[src/rtl/sr_drv_pkg.sv]
// Shared definitions for the SR flip-flop command driver.
//   - command op encodings carried through the FIFO
//   - driver FSM states
//   - resolve_op(): maps a queued op plus the tracked flop state to a pulse action
package sr_drv_pkg;

    localparam int unsigned OP_W = 2;

    typedef enum logic [OP_W-1:0] {
        OP_RSVD = 2'b00,
        OP_CLR  = 2'b01,
        OP_SET  = 2'b10,
        OP_TGL  = 2'b11
    } op_e;

    typedef enum logic [1:0] {
        IDLE  = 2'd0,
        PULSE = 2'd1,
        GAP   = 2'd2
    } state_e;

    typedef enum logic [1:0] {
        ACT_NONE = 2'd0,
        ACT_SET  = 2'd1,
        ACT_CLR  = 2'd2
    } act_e;

    // A toggle only has meaning once the flop state is known; reserved ops never act.
    function automatic act_e resolve_op(input logic [OP_W-1:0] op,
                                        input logic            q_known,
                                        input logic            q_exp);
        act_e act;
        act = ACT_NONE;
        case (op)
            OP_SET:  act = ACT_SET;
            OP_CLR:  act = ACT_CLR;
            OP_TGL:  if (q_known) act = q_exp ? ACT_CLR : ACT_SET;
            default: act = ACT_NONE;
        endcase
        return act;
    endfunction

endpackage

[src/rtl/sr_cmd_fifo.sv]
// Synchronous FIFO buffering queued SR commands.
// Ports:
//   clk, rst   : clock, synchronous active-high reset
//   push_i     : write data_i (ignored when full)
//   data_i     : entry to write
//   pop_i      : drop the head entry (ignored when empty)
//   data_o     : head entry (valid when !empty_o)
//   full_o     : no free slot
//   empty_o    : no entry stored
//   count_o    : number of stored entries
module sr_cmd_fifo #(
    parameter int unsigned DEPTH = 4,
    parameter int unsigned WIDTH = 2
) (
    input  logic                     clk,
    input  logic                     rst,
    input  logic                     push_i,
    input  logic [WIDTH-1:0]         data_i,
    input  logic                     pop_i,
    output logic [WIDTH-1:0]         data_o,
    output logic                     full_o,
    output logic                     empty_o,
    output logic [$clog2(DEPTH):0]   count_o
);

    localparam int unsigned AW    = $clog2(DEPTH);
    localparam int unsigned CNT_W = AW + 1;

    logic [WIDTH-1:0] mem_q [DEPTH];
    logic [AW-1:0]    wr_ptr_q;
    logic [AW-1:0]    rd_ptr_q;
    logic [CNT_W-1:0] count_q;
    logic             do_push;
    logic             do_pop;

    assign full_o  = (count_q == CNT_W'(DEPTH));
    assign empty_o = (count_q == '0);
    assign count_o = count_q;
    assign data_o  = mem_q[rd_ptr_q];

    assign do_push = push_i && !full_o;
    assign do_pop  = pop_i && !empty_o;

    // Pointers wrap naturally since DEPTH is a power of two.
    always_ff @(posedge clk) begin
        if (rst) begin
            wr_ptr_q <= '0;
            rd_ptr_q <= '0;
            count_q  <= '0;
        end else begin
            if (do_push) wr_ptr_q <= wr_ptr_q + AW'(1);
            if (do_pop)  rd_ptr_q <= rd_ptr_q + AW'(1);
            case ({do_push, do_pop})
                2'b10:   count_q <= count_q + CNT_W'(1);
                2'b01:   count_q <= count_q - CNT_W'(1);
                default: count_q <= count_q;
            endcase
        end
    end

    // Storage needs no reset; only entries below count are ever read.
    always_ff @(posedge clk) begin
        if (do_push) mem_q[wr_ptr_q] <= data_i;
    end

endmodule

[src/rtl/sr_cmd_driver.sv]
// Command stage for the SR flip-flop: queues set/clear/toggle requests and
// replays each as a timed s or r pulse followed by an idle gap, tracking the
// flop state it expects. s and r are never driven high together.
// Ports:
//   clk, rst     : clock, synchronous active-high reset
//   cmd_valid    : command request
//   cmd_op       : 00 reserved, 01 clear, 10 set, 11 toggle
//   cmd_ready    : FIFO has a free slot
//   s, r         : registered set / reset drive to the flop
//   busy         : commands queued or a pulse/gap in progress
//   q_exp        : expected flop output
//   q_known      : q_exp is valid
//   err_illegal  : one-cycle pulse when a command is dropped
module sr_cmd_driver
    import sr_drv_pkg::*;
#(
    parameter int unsigned DEPTH     = 4,
    parameter int unsigned PULSE_CYC = 1,
    parameter int unsigned GAP_CYC   = 1
) (
    input  logic            clk,
    input  logic            rst,
    input  logic            cmd_valid,
    input  logic [OP_W-1:0] cmd_op,
    output logic            cmd_ready,
    output logic            s,
    output logic            r,
    output logic            busy,
    output logic            q_exp,
    output logic            q_known,
    output logic            err_illegal
);

    localparam int unsigned MAX_CYC = (PULSE_CYC > GAP_CYC) ? PULSE_CYC : GAP_CYC;
    localparam int unsigned CNT_W   = $clog2(MAX_CYC) + 1;
    localparam int unsigned FCNT_W  = $clog2(DEPTH) + 1;
    localparam int unsigned GAP_LD  = (GAP_CYC > 0) ? GAP_CYC - 1 : 0;

    localparam logic [CNT_W-1:0] PULSE_LD_V = CNT_W'(PULSE_CYC - 1);
    localparam logic [CNT_W-1:0] GAP_LD_V   = CNT_W'(GAP_LD);

    state_e            state_q, state_d;
    logic [CNT_W-1:0]  cnt_q, cnt_d;
    logic              s_q, s_d;
    logic              r_q, r_d;
    logic              q_exp_q, q_exp_d;
    logic              q_known_q, q_known_d;
    logic              err_q, err_d;

    logic              fifo_push;
    logic              fifo_pop;
    logic [OP_W-1:0]   fifo_data;
    logic              fifo_full;
    logic              fifo_empty;
    logic [FCNT_W-1:0] fifo_count;
    act_e              head_act;

    // Ready depends only on the registered count, never on a same-cycle pop.
    assign cmd_ready = !fifo_full;
    assign fifo_push = cmd_valid && cmd_ready;

    sr_cmd_fifo #(
        .DEPTH (DEPTH),
        .WIDTH (OP_W)
    ) u_fifo (
        .clk     (clk),
        .rst     (rst),
        .push_i  (fifo_push),
        .data_i  (cmd_op),
        .pop_i   (fifo_pop),
        .data_o  (fifo_data),
        .full_o  (fifo_full),
        .empty_o (fifo_empty),
        .count_o (fifo_count)
    );

    assign head_act = resolve_op(fifo_data, q_known_q, q_exp_q);

    // State, timer and drive registers.
    always_ff @(posedge clk) begin
        if (rst) begin
            state_q   <= IDLE;
            cnt_q     <= '0;
            s_q       <= 1'b0;
            r_q       <= 1'b0;
            q_exp_q   <= 1'b0;
            q_known_q <= 1'b0;
            err_q     <= 1'b0;
        end else begin
            state_q   <= state_d;
            cnt_q     <= cnt_d;
            s_q       <= s_d;
            r_q       <= r_d;
            q_exp_q   <= q_exp_d;
            q_known_q <= q_known_d;
            err_q     <= err_d;
        end
    end

    // Next-state: pop/decode in IDLE, time the pulse, then time the gap.
    always_comb begin
        state_d   = state_q;
        cnt_d     = cnt_q;
        s_d       = s_q;
        r_d       = r_q;
        q_exp_d   = q_exp_q;
        q_known_d = q_known_q;
        err_d     = 1'b0;
        fifo_pop  = 1'b0;

        case (state_q)
            IDLE: begin
                if (!fifo_empty) begin
                    fifo_pop = 1'b1;
                    case (head_act)
                        ACT_SET: begin
                            s_d     = 1'b1;
                            cnt_d   = PULSE_LD_V;
                            state_d = PULSE;
                        end
                        ACT_CLR: begin
                            r_d     = 1'b1;
                            cnt_d   = PULSE_LD_V;
                            state_d = PULSE;
                        end
                        default: err_d = 1'b1;
                    endcase
                end
            end

            PULSE: begin
                if (cnt_q == '0) begin
                    // The flop has latched the pulse: s_q tells which way it went.
                    s_d       = 1'b0;
                    r_d       = 1'b0;
                    q_exp_d   = s_q;
                    q_known_d = 1'b1;
                    if (GAP_CYC > 0) begin
                        cnt_d   = GAP_LD_V;
                        state_d = GAP;
                    end else begin
                        state_d = IDLE;
                    end
                end else begin
                    cnt_d = cnt_q - CNT_W'(1);
                end
            end

            GAP: begin
                if (cnt_q == '0) begin
                    state_d = IDLE;
                end else begin
                    cnt_d = cnt_q - CNT_W'(1);
                end
            end

            default: begin
                s_d     = 1'b0;
                r_d     = 1'b0;
                state_d = IDLE;
            end
        endcase
    end

    assign s           = s_q;
    assign r           = r_q;
    assign q_exp       = q_exp_q;
    assign q_known     = q_known_q;
    assign err_illegal = err_q;
    assign busy        = (fifo_count != '0) || (state_q != IDLE);

endmodule
[config.mk]
export PLATFORM = sky130hd
export DESIGN_NAME = sr_cmd_driver
export DESIGN_NICKNAME = d
export VERILOG_FILES = /design/src/rtl/sr_drv_pkg.sv /design/src/rtl/sr_cmd_fifo.sv /design/src/rtl/sr_cmd_driver.sv
export SDC_FILE = /design/constraint.sdc
export NUM_CORES = 1
export LEC_CHECK = 0
export BUFFER_PORTS_ARGS = -buffer_cell sky130_fd_sc_hd__buf_2
export CORE_MARGIN = 2
export CORE_UTILIZATION = 32
export DETAILED_ROUTE_END_ITERATION = 10
export PLACE_DENSITY = 0.47
export REMOVE_ABC_BUFFERS = 1
export SYNTH_ARGS = -nofsm -noshare
export SYNTH_HDL_FRONTEND = slang
export SYNTH_SLANG_ARGS = --single-unit
[constraint.sdc]
create_clock -name clk -period 1.85 [get_ports clk]
set_input_delay 0.37 -clock clk [delete_from_list [all_inputs] [get_ports clk]]
set_output_delay 0.37 -clock clk [all_outputs]
set_load 0.1 [all_outputs]
# After elaboration in Yosys (flattened, before gate mapping)
# Memory sizes are Yosys's and may differ from the RTL's. A register that Yosys moved wholly into a read port is not among the register bits.
# Cells that the tools add are included.
[classes]
add_sub_neg = 5
mux = 27
multipliers = 0
n_shift = 0
div_mod_pow = 0
n_reduce_logical = 20
bitwise_logic = 3
magnitude_cmp = 0
n_eq_ne = 16
[ops]
columns = ["cell", "n"]
rows = [
  ["$mux 2", 8],
  ["$mux 1", 13],
  ["$pmux 2 s3", 2],
  ["$reduce_and 4->1", 3],
  ["$eq 2x2->1 const B", 5],
  ["$eq 2x1->1 const B", 4],
  ["$ne 2x2->1 const B", 4],
  ["$pmux 1 s3", 2],
  ["$pmux 3 s2", 1],
  ["$reduce_bool 2->1", 3],
  ["$add 2x1->2 const B", 2],
  ["$ne 2x1->1 const B", 2],
  ["$reduce_or 2->1", 2],
  ["$add 3x1->3 const B", 1],
  ["$eq 3x3->1 const B", 1],
  ["$logic_and 1x1->1", 3],
  ["$logic_not 3->1", 1],
  ["$not 1->1", 3],
  ["$reduce_and 3->1", 1],
  ["$reduce_bool 3->1", 1],
  ["$reduce_or 3->1", 1],
  ["$sub 3x1->3 const B", 1],
  ["$logic_not 1->1", 2],
  ["$logic_not 2->1", 1],
  ["4 further kinds", 4],
]
[word_totals]
output_inout_bits = 7
rom_bits = 0
ff_bits = 15
n_memories = 1
in_bits = 5
elab_cells = 82
ram_bits = 8
latch_bits = 0
[mem_list]
columns = ["name", "depth", "word_bits", "read_ports", "rd_clocked_by_memory_dff", "write_ports", "line_no", "source"]
rows = [
  ["u_fifo.mem_q", 4, 2, 1, 1, 1, "sr_cmd_fifo.sv:29", "logic [WIDTH-1:0] mem_q [DEPTH];"],
]

# Depth between registers and ports, before layout
[logic_depth]
word_depth = 8
ltp_mapped = 9
depth_no_buf = 9

# Hierarchy
# From an unflattened synthesis, not the netlist that was laid out.
[unflattened]
hier_cells = 101
hier_area_um2 = 1077.3
[by_module_without_submodules]
columns = ["mod", "area_per_inst_um2", "seq_area_each_um2", "n_inst", "cells_each"]
rows = [
  ["sr_cmd_fifo", 770.7, 420.4, 1, 64],
  ["sr_cmd_driver", 306.5, 140.1, 1, 37],
]

# Worst setup path before layout
# Ideal clock, no wire load.
[synth_path]
kind = "flip-flop to flip-flop"
start = "register q_known_q, in the netlist q_known"
end = "register err_q, in the netlist err_illegal"
required_ps = 1719
arrival_ps = 1947
slack_ps = -228
setup_ps = 131
n_path_buf = 0
path_stages_with_launch = 5
synth_period_minus_slack_ps = 2078
cell_sequence = "dfxtp_1 a21oi_1 o32a_1 ha_1 nor3b_1"
[synth_via]
elab_chain_len = 5
elab_cells_between_ends = 6
[synth_rtl]
columns = ["item", "line_no", "source"]
rows = [
  ["from (decl)", "sr_cmd_driver.sv:47", "logic q_known_q, q_known_d;"],
  ["from (signal assigned)", "sr_cmd_driver.sv:95", "q_known_q <= q_known_d;"],
  ["$mux 2 *", "sr_drv_pkg.sv:37", "OP_TGL: if (q_known) act = q_exp ? ACT_CLR : ACT_SET;"],
  ["$pmux 2 s3 *", "sr_drv_pkg.sv:34", "case (op)"],
  ["$eq 2x2->1 or $eq 2x1->1 (tied branches)", "sr_cmd_driver.sv:115", "case (head_act)"],
  ["$reduce_or 2->1 (no source line) *", "-", ""],
  ["$mux 1 *", "sr_cmd_driver.sv:115", ""],
  ["to (signal assigned)", "sr_cmd_driver.sv:96", "err_q <= err_d;"],
  ["to (decl)", "sr_cmd_driver.sv:48", "logic err_q, err_d;"],
]
# Mark *: on every way between the ends. The rest lies on a longest branch, timed or not.
# A chain may end at the register's enable or synchronous reset.

# Final worst setup path
[layout_path]
start = "register u_fifo.count_q[0], in the netlist u_fifo.count_o[0]"
end = "register u_fifo.count_q[2], in the netlist u_fifo.count_o[2]"
[layout_via]
elab_chain_len = 6
elab_cells_between_ends = 15
[layout_rtl]
columns = ["item", "line_no", "source"]
rows = [
  ["from (decl)", "sr_cmd_fifo.sv:32", "logic [CNT_W-1:0] count_q;"],
  ["from (signal assigned)", "sr_cmd_fifo.sv:54", "2'b10: count_q <= count_q + CNT_W'(1);"],
  ["from (signal assigned)", "sr_cmd_fifo.sv:55", "2'b01: count_q <= count_q - CNT_W'(1);"],
  ["from (signal assigned)", "sr_cmd_fifo.sv:56", "default: count_q <= count_q;"],
  ["$logic_not 3->1 *", "sr_cmd_fifo.sv:37", "assign empty_o = (count_q == '0);"],
  ["$mux 1", "sr_cmd_driver.sv:113", "if (!fifo_empty) begin"],
  ["$mux 1", "sr_cmd_driver.sv:111", "case (state_q)"],
  ["$logic_and 1x1->1 *", "sr_cmd_fifo.sv:42", "assign do_pop = pop_i && !empty_o;"],
  ["via u_fifo.do_pop", "sr_cmd_fifo.sv:34", "logic do_pop;"],
  ["$eq 2x1->1 or $eq 2x2->1 (tied branches)", "sr_cmd_fifo.sv:53", "case ({do_push, do_pop})"],
  ["$pmux 3 s2 or $reduce_bool 2->1 (tied branches)", "-", ""],
]
# Mark *: on every way through the listed nets, which the timed path passes. The rest lies on a longest branch.

==> metrics.md <==
| Metric | Value |
|---|---|
| Result of the run | `complete, but fails checks` |
| Failing checks | `setup timing` |
| Summed area of non-filler cells in the final layout | `1390 sq um` |
| Net count, final | `146` |
| Top cell type by total area after synthesis | `dfxtp_1` |
| Max Clock Freq | `534 MHz` |
| Final setup violation count | `1` |
| Site row count | `21` |
| Fraction of the cycle the final worst path needs | `101%` |
| CTS tree | `yes` |
| Fin Hold WS | `around 0.27 ns` |
| Die X-Extent | `63.0 um` |
| H-tree depth | `1` |
| Largest net degree at the start of global routing | `19` |
| Area enclosed by the die boundary | `3970 sq um` |
| Number of global-route vias before repair | `830` |
| Antenna diode count | `0` |
| Number of enable flip-flop cells after synthesis | `8` |
| Buffer cell driving the clock tree root | `clkbuf_4` |
| Required time worst endpoint | `2.10 ns` |
| Total via count in the routed design | `approximately 800` |
| CTS clock-pin slew for the worst setup and hold paths | `0.12 ns` |
| Count of endpoints failing hold in the final timing report | `0` |
| Top cell type's share of synthesized area | `between 20 and 30%` |
| Worst EP arrival | `2.12 ns` |
| Placed standard-cell area | `between 1000 and 1500 sq um` |
| Buffer levels on the longest clock path | `2` |
| Setup TNS | `-0.0233 ns` |
| Global route total overflow | `0` |
| Transition time at the pin with the least slew margin | `0.496 ns` |
| Synth area leaders | `dfxtp_1 29%, edfxtp_1 22%, ha_1 7.9%` |
| Filler cells | `approximately 340` |
| Setup Skew | `between 0.002 and 0.0025 ns` |
| Most frequent cell after synthesis | `dfxtp_1` |
| Hold wc startpoint | `cmd_op[1]` |
| Critical Setup Path Class | `reg2reg` |
| Global-route wire length before repair | `3460 um` |
| Launch point of the worst path | `u_fifo.count_o[0]` |
| Setup slack of the critical path after layout | `-0.0233 ns` |
| Number of maximum-capacitance constraint violations | `0` |
| Synthesis-to-layout area growth | `25.0%` |
| Starting DRC count in detailed routing | `14` |
| Post-Route Utilization | `a little over two fifths` |
| Final Max Slew Viols | `0` |
| Leakage power of the design | `0.572 nW` |
| Clock sink total | `24` |
| Global router's overall resource usage | `between 10% and 20%` |
| Yosys synthesis warning count | `0` |
| Tightest Hold Check Type | `in2reg` |
| DRC violations left | `0` |
| Count of pins on the block boundary | `12` |
| Max rail drop VDD | `around 0.0011 V` |
| Avg Inst Size Synth | `about 11 sq um` |
| Min cycle time layout | `1.87 ns` |
| Routed vias/inst | `approximately 4.5` |
| Initial core utilization | `between 30% and 40%` |
| Clk_lat worst skew | `around 0.30 ns` |
| Placed wire-length estimate | `around 1500 um` |
| Summed instance area of the synthesized netlist | `1110 sq um` |
| Height of the die | `63.0 um` |
| Count of state elements after synthesis | `24` |
| Critical Path Sink Type | `flip-flop` |
| First-pass DRT Iterations | `3` |
| Cell Pwr Density | `1630 nW/um^2` |
| Final WL | `around 2000 um` |
| Synth cell types | `29` |
| Port buffer count | `11` |
| Gp weighted congestion | `0.668` |
| Mean routed wirelength per cell | `approximately 11 um` |
| Headroom to the max-slew limit | `67.2%` |
| Maximum net fanout on the critical path | `3` |
| Area of the core | `3340 sq um` |
| Proportion of synthesized flip-flops having asynchronous set or reset | `0%` |
| Dominant register cell in the synthesized netlist | `dfxtp_1` |
| Sequential fraction of the synthesis area | `50.3%` |
| Post-synthesis instance total | `105` |
| Worst reg2reg path startpoint | `u_fifo.count_o[0]` |
| Ratio of cells with drive above 1 in the final layout | `36.4%` |
| Number of buffers created by CTS | `3` |
| Antenna violations before repair | `0` |
| Most instantiated cells after synthesis | `16 x dfxtp_1, 11 x nor2_1, 10 x inv_1` |
| Unrepaired setup endpoints after global routing | `yes` |
| Antenna violation net count after detailed routing | `0` |
| Kind of start point of the critical path | `flip-flop` |
==> what timing repair did <==
item | in CTS | in global routing
hold buffers | 0 | 0
gates resized for setup | 14 | 3
pin swaps | 6 | 0
setup endpoints to repair | 3 | 6
buffers inserted | 1 | 0
==> report_power, final <==
group	internal [W]	switching, W	leakage, nW
Combinational	0.000487	0.000787	0.351
Sequential	0.000669	0.0000955	0.206
Clock	0.0000787	0.000148	0.0154
Total	0.00124	0.00103	0.572
==> flip-flops by register name (all words and copies together), names as in the netlist, named ones only <==
register / count
err_illegal: 1
q_exp: 1
state_q: 2
q_known: 1
u_fifo.wr_ptr_q: 2
u_fifo.rd_ptr_q: 2
u_fifo.mem_q: 8
r: 1
u_fifo.count_o: 3
s: 1
==> routing by layer <==
| metal | routed length [um] | vias to the layer above | GRT usage [%] | share of wire [%] |
|---|---|---|---|---|
| met5 | 0 | - | 0 | 0 |
| met4 | 20 | 0 | 5.00 | 1.0 |
| met3 | 51 | 2 | 2.34 | 2.6 |
| met2 | 987 | 8 | 20.1 | 50 |
| met1 | 899 | 378 | 12.1 | 46 |
| li1 | - | 414 | - | - |
==> worst max-delay path, stage by stage, from the launching register on <==
cell,delay [ns]
dfxtp_2,0.36
or3_4,0.39
nand2_2,0.09
inv_2,0.05
ha_4,0.15
inv_2,0.05
fa_2,0.19
xor2_1,0.07
or3_1,0.32
a21oi_2,0.13
==> layout make-up <==
type	count	area, sq um	area share [%]
clock buffers	3	22.5	1.62
clock inverters	1	3.75	0.269
inverters	10	37.5	2.69
multi-input cells	69	546	39.1
flip-flops and latches	24	567	40.7
well taps	46	57.6	4.13
repair buffers	25	160	11.5
==> logic make-up (layout without fill, tap and decap cells) <==
logic type,count (synthesis),count (layout),share of synthesized area (%)
AOI/OAI and AO/OA,17,17,10.1
xor gates and xnor gates,2,2,1.57
adders and majority gates,8,8,9.65
buffers and inverters,12,39,4.38
DFF,24,24,50.3
muxes,8,8,7.97
and+or+nand+nor,34,34,16.0
==> path summary, 6_finish.rpt <==
| check | depth (start not counted) | slack [ns] | endpoint |
|---|---|---|---|
| worst max-delay path | 9 | -0.02 | u_fifo.count_o[2] |
| worst min-delay path | 1 | 0.27 | u_fifo.mem_q[1][1] |
| worst max register to register | 9 | -0.02 | u_fifo.count_o[2] |
| worst min register to register | 2 | 0.52 | q_known |
==> per-stage QoR <==
step	total power, W	instances	worst slack (ns)
after floorplan	0.00160	103	-0.212
after global placement	0.00193	173	-0.0135
after detailed placement	0.00195	173	-0.0718
after CTS	0.00228	178	-0.00434
after global routing	0.00242	178	-0.0988
final	0.00227	178	-0.0233
==> layout by cell type, fill, tap and decap left out, types with 5 or more instances in the layout <==
cell type | Yosys | routed
buf_2 | 0 | 11
buf_4 | 1 | 14
dfxtp_1 | 16 | 11
dfxtp_2 | 0 | 5
edfxtp_1 | 8 | 8
ha_1 | 7 | 6
inv_1 | 10 | 8
nor2_1 | 11 | 9
No activity file was read; power rests on OpenSTA's default activity.
